### config.mk
export PLATFORM = sky130hd
export DESIGN_NAME = line_window_feeder
export DESIGN_NICKNAME = d
export VERILOG_FILES = /design/src/rtl/line_window_feeder.sv
export SDC_FILE = /design/constraint.sdc
export NUM_CORES = 1
export LEC_CHECK = 0
export ABC_AREA = 1
export CAP_MARGIN = 20
export CORE_ASPECT_RATIO = 1.4
export CORE_MARGIN = 3
export CORE_UTILIZATION = 37
export DETAILED_ROUTE_END_ITERATION = 12
export PLACE_DENSITY = 0.5
export SETUP_SLACK_MARGIN = 0.4
export SYNTH_ARGS = -nofsm -noshare
export SYNTH_HDL_FRONTEND = slang
export SYNTH_SLANG_ARGS = --single-unit
### constraint.sdc
create_clock -name clk -period 8.9 [get_ports clk]
set_input_delay 2.225 -clock clk [delete_from_list [all_inputs] [get_ports clk]]
set_output_delay 2.225 -clock clk [all_outputs]
set_load 0.05 [all_outputs]
### src/rtl/line_window_feeder.sv
// Raster pixel stream to 5-row window columns via four IMG_W-deep row buffers.
// Optional macro LINE_WINDOW_TOP_ZERO_EN zero-pads rows above the image top.
module line_window_feeder #(
   parameter int unsigned IMG_W    = 32,
   parameter int unsigned IMG_H    = 32,
   parameter int unsigned IN_WIDTH = 8,
   parameter int unsigned COL      = 5
) (
   input  logic                clk,
   input  logic                rst_n,
   input  logic                pix_valid,
   input  logic [IN_WIDTH-1:0] pix_in,
   input  logic                frame_start,
   output logic [IN_WIDTH-1:0] out1,
   output logic [IN_WIDTH-1:0] out2,
   output logic [IN_WIDTH-1:0] out3,
   output logic [IN_WIDTH-1:0] out4,
   output logic [IN_WIDTH-1:0] out5,
   output logic                win_en,
   output logic                win_valid,
   output logic                frame_done
);

   localparam int unsigned NumBuf = COL - 1;
   localparam int unsigned CW     = (IMG_W > 1) ? $clog2(IMG_W) : 1;
   localparam int unsigned RW     = (IMG_H > 1) ? $clog2(IMG_H) : 1;

   localparam logic [CW-1:0] ColLast = CW'(IMG_W - 1);
   localparam logic [RW-1:0] RowLast = RW'(IMG_H - 1);
   localparam logic [CW-1:0] ColFour = CW'(4);
   localparam logic [RW-1:0] RowFour = RW'(4);

   logic [IN_WIDTH-1:0] line_buf [NumBuf][IMG_W];
   logic [IN_WIDTH-1:0] rd       [NumBuf];

   logic [CW-1:0] col_q, col_d, col_eff;
   logic [RW-1:0] row_q, row_d, row_eff;
   logic [IN_WIDTH-1:0] out1_d, out2_d, out3_d, out4_d;
   logic win_valid_d, frame_done_d;

   always_comb begin
      // frame_start makes the current pixel (0,0) regardless of counter state
      col_eff = frame_start ? '0 : col_q;
      row_eff = frame_start ? '0 : row_q;
      col_d   = col_q;
      row_d   = row_q;
      if (pix_valid) begin
         if (col_eff == ColLast) begin
            col_d = '0;
            row_d = (row_eff == RowLast) ? '0 : row_eff + 1'b1;
         end else begin
            col_d = col_eff + 1'b1;
            row_d = row_eff;
         end
      end else if (frame_start) begin
         col_d = '0;
         row_d = '0;
      end

      for (int i = 0; i < NumBuf; i++) begin
         rd[i] = line_buf[i][col_eff];
      end

`ifdef LINE_WINDOW_TOP_ZERO_EN
      out4_d = (row_eff < RW'(1)) ? '0 : rd[0];
      out3_d = (row_eff < RW'(2)) ? '0 : rd[1];
      out2_d = (row_eff < RW'(3)) ? '0 : rd[2];
      out1_d = (row_eff < RW'(4)) ? '0 : rd[3];
`else
      out4_d = rd[0];
      out3_d = rd[1];
      out2_d = rd[2];
      out1_d = rd[3];
`endif

      win_valid_d  = pix_valid && (row_eff >= RowFour) && (col_eff >= ColFour);
      frame_done_d = pix_valid && (row_eff == RowLast) && (col_eff == ColLast);
   end

   // Buffer contents are intentionally unreset; win_valid hides stale rows.
   always_ff @(posedge clk) begin
      if (pix_valid) begin
         line_buf[0][col_eff] <= pix_in;
         for (int i = 1; i < NumBuf; i++) begin
            line_buf[i][col_eff] <= rd[i-1];
         end
      end
   end

   always_ff @(posedge clk or negedge rst_n) begin
      if (!rst_n) begin
         col_q      <= '0;
         row_q      <= '0;
         out1       <= '0;
         out2       <= '0;
         out3       <= '0;
         out4       <= '0;
         out5       <= '0;
         win_en     <= 1'b0;
         win_valid  <= 1'b0;
         frame_done <= 1'b0;
      end else begin
         col_q      <= col_d;
         row_q      <= row_d;
         win_en     <= pix_valid;
         win_valid  <= win_valid_d;
         frame_done <= frame_done_d;
         if (pix_valid) begin
            out5 <= pix_in;
            out4 <= out4_d;
            out3 <= out3_d;
            out2 <= out2_d;
            out1 <= out1_d;
         end
      end
   end

endmodule

Word level (Yosys, flattened, before mapping) --
Memory sizes are Yosys's and may differ from the RTL's. Cells that the tools add are included.
Word-level totals: flip-flop bits (word level) 53, memory bits (writable) 1024, output and inout bits 43, memories kept 1
Operators by class: add/subtract/negate cells 2, magnitude comparators 4, eq/ne operators 2, mux-type cells 23, bitwise gates (word level) 1, reduce and logical (&&, ||, !) cells 5
Memories:
- line_buf | depth 4, width 256, rd ports 4, clocked after Yosys merged registers in 0, write ports 4, line 33 | logic [IN_WIDTH-1:0] line_buf [NumBuf][IMG_W];
Operator list (count):
- 256-bit 2-to-1 mux | 1
- 8-bit binary-select mux with 5-bit select | 4
- 8-bit 2-to-1 mux | 9
- 8-bit demux with 5-bit select | 1
- 5-bit 2-to-1 mux | 7
- 5-bit by 1-bit adder with 5-bit output (second input constant) | 2
- 5-bit equality test (second input constant) | 2
- 5-bit by 3-bit >= comparator with 1-bit output (second input constant) | 2
- 6-bit >= comparator (second input constant) | 1
- 6-bit by 1-bit less-than comparator with 1-bit output (second input constant) | 1
- 5-bit NOT with 6-bit output | 1
- 1-bit logical AND | 5
- 1-bit 2-to-1 mux | 1

Longest topological paths before layout --
depth in word-level cells 7, mapped depth 15

Worst setup path before layout --
No wires, ideal clock.
kind input to register, start input port frame_start, end memory line_buf[0][10] in the netlist's numbering (enable), arrival time 4.592 ns, data required time 8.479 ns, path slack 3.887 ns, stages 8, path through buf_6 inv_4 nand2_2 nor2_2 buf_2 buf_2 nand2_1 nor2_1
RTL lines:
- start: declaration | line 13 | input logic frame_start,
- end: declaration | line 33

==> results.md <==
- Hold Buf Count CTS: 0
- Ports: 55
- Clock buffers created by TritonCTS: 105
- Die area: 125000 um^2
- Final Setup Violations: 0
- Peak VDD IR: 150 uV
- Critical path data required time: 9.42 ns
- Pin count of the biggest net entering global routing: 146
- Std cell rows: 150
- Vias in the first global route: 29200
- Nets@finish: 4172
- Routed Wire Length: 140 mm
- CP endpoint kind: flop
- Tcrit/Tclk final: 0.700
- Total power draw: 11.8 mW
- Final Max Slew Viols: 0
- Critical path's top delay family: buffers and inverters
- Power per cell area: 230 nW/um^2
- First-pass GRT wire length: 203 mm
- Worst setup margin: 2.67 ns
- Non-Filler Cell Area, Final: 51300 um^2
- Initial antenna violation count: 0
- Most frequent cells in the layout: 1358 x nand2_1, 1024 x edfxtp_1, 600 x nand3_1
- Worst hold path class: flop to flop
- Mapped cell area: 44800 um^2
- Crit-path most repeated cell: nand2_1
- Port Buf Inserts: 54
- Mapped Nets: 4100
- Max Root-Sink Buffers: 3
- Crit path time final: 6.23 ns
- Fillers: 11500
- Detail Route Antenna Nets: 0
- Crit-path max FO: 138
- Postcts setup bufs: 0
- GRT Util Overall: 0.223
- Avg Cell Area, Syn: 11.0 um^2
- Status: completed
- Final hold viol count: 0
- Place WS: 2.00 ns
- Critical path class: input pin to flop
- CP arrival: 6.75 ns
- Register area share after synthesis: 0.716
- Total number of vias: 29600
- Initial Util: 0.374
- Post-synth cell types: 31
- Die Y: 418 um
- Reg clk slew, reported paths: 0.06 ns
- Root Buffer: clkbuf_16
- Placed instance area: 47700 um^2
- Unrepaired setup endpoints after global routing: no
- WP buf/inv: 5
- Lkg Pwr: 20.2 nW
- CTS H-Tree Depth: 3
- Max-cap violations: 0
- R2r setup slk: 4.76 ns
- Fin util: 0.429
- Iteration-0 DRC Markers: 2393
- CTS tree: done
- DR vias/cell: 5.07
- Commonest non-fill, non-tap cell in the layout: nand2_1
- Critical path, cell by cell: clkdlybuf4s50_1, inv_4, nand2_8, nor2_4, buf_12, nand2_1, nand3_1, nand3_1, nand2_1, clkinv_1, nand2_1, buf_4
- Crit-path max cell delay: 0.79 ns
- Residual DRC count: 0
- Max-slew headroom: 0.257
- P&R area growth vs syn: 14.6%
- Ys Warns: 0
- Post-synthesis cell count: 4083
- Die Wd: 300 um
- Routability Congestion: 0.798
- Max frequency: 161 MHz
- Clk_lat worst skew: 0.71 ns
- Core area: 120000 um^2
- Layout cells sized above 1: 0.0807
- Grt ovf: 0
- Setup_tns: 0 ns
- CTS resizes: 0
- Antenna Diode Count: 0
- Hpwl dp: 75.0 mm
- Routed len/inst: 24.0 um
- Worst Tran Pin Value: 1.11 ns
- CTS sink count: 1077
- Startpoint types: input pin
- DRT Pass-1 Iters: 5
- Fin Clk Skew: 0.0359 ns
- Worst path slowest cell: clkdlybuf4s50_1
- Register bit total from synthesis: 1077
where the power goes:
group          total [mW]  leakage, nW  internal (mW)  switching [mW]
Combinational        1.29         8.61          0.305           0.987
Clock                4.66         1.74           2.69            1.97
Sequential           5.86         9.87           5.82          0.0394
Total                11.8         20.2           8.81            3.00
cell usage after synthesis (all sizes together):
library cell	count	share of area
a211oi	1	0.00017
a21oi	80	0.0089
buf	175	0.020
clkbuf	31	0.0026
clkinv	1	0.000084
dfrtp	53	0.030
edfxtp	1024	0.69
ha	5	0.0014
inv	524	0.044
nand2	1361	0.11
nand3	601	0.067
nand4	40	0.0056
nor2	155	0.015
nor3	2	0.00034
o211ai	12	0.0020
o21ai	15	0.0017
o21bai	1	0.00017
xor2	2	0.00039
path summary, 6_finish.rpt:
kind | from | end | cells past startpoint
worst max-delay path | frame_start | line_buf[3][126]$_DFFE_PP_ | 12
worst min register to register | out5[1]$_DFFE_PN0P_ | out5[1]$_DFFE_PN0P_ | 2
worst min-delay path | out5[1]$_DFFE_PN0P_ | out5[1]$_DFFE_PN0P_ | 2
min in group asynchronous | rst_n | out1[1]$_DFFE_PN0P_ | 1
max in group asynchronous | rst_n | col_q[0]$_DFF_PN0_ | 2
worst max register to register | col_q[0]$_DFF_PN0_ | line_buf[3][126]$_DFFE_PP_ | 12
sequential cells by signal, summed over array words and instances (netlist names), 5 cells and up:
name and cells:
out4 8, out2 8, col_q 5, line_buf 1024
out5 8, out1 8, row_q 5, out3 8
metrics by stage:
stage / hold WS (ns) / instances
CTS: 0.475 / 5832
global route: 0.500 / 5836
detailed placement: 0.459 / 5640
finish: 0.471 / 5836
global placement: 0.452 / 5638
floorplan: 0.524 / 4083
final cells by class:
| cell class | count | area (um^2) | share of cell area |
|---|---|---|---|
| well taps | 1596 | 2000 | 0.0389 |
| clock inverters | 68 | 806 | 0.0157 |
| multi-input cells | 2275 | 10000 | 0.195 |
| clock buffers | 124 | 2760 | 0.0538 |
| inverters | 525 | 1970 | 0.0385 |
| repair buffers | 171 | 1680 | 0.0328 |
| flip-flops and latches | 1077 | 32100 | 0.625 |
worst min-delay path, delay by kind of cell, from the launching register on:
kind	cells	cell delay, ns
flip-flops	1	0.34
AND/OR/NAND/NOR	2	0.10
layer usage:
metal | part of all wire | track usage
met3 | 0.053 | 0.0242
met4 | 0.034 | 0.0809
met1 | 0.41 | 0.284
met2 | 0.50 | 0.393
met5 | 0 | 0
logic make-up after synthesis:
family / after synthesis / share of synthesized area
and+or+nand+nor: 2159 / 0.202
buffers and inverters: 731 / 0.0669
AOI/OAI and AO/OA: 109 / 0.0130
xor gates and xnor gates: 2 / 0.000391
adders and majority gates: 5 / 0.00140
DFF: 1077 / 0.716
Power figures use the tool's default switching activity.
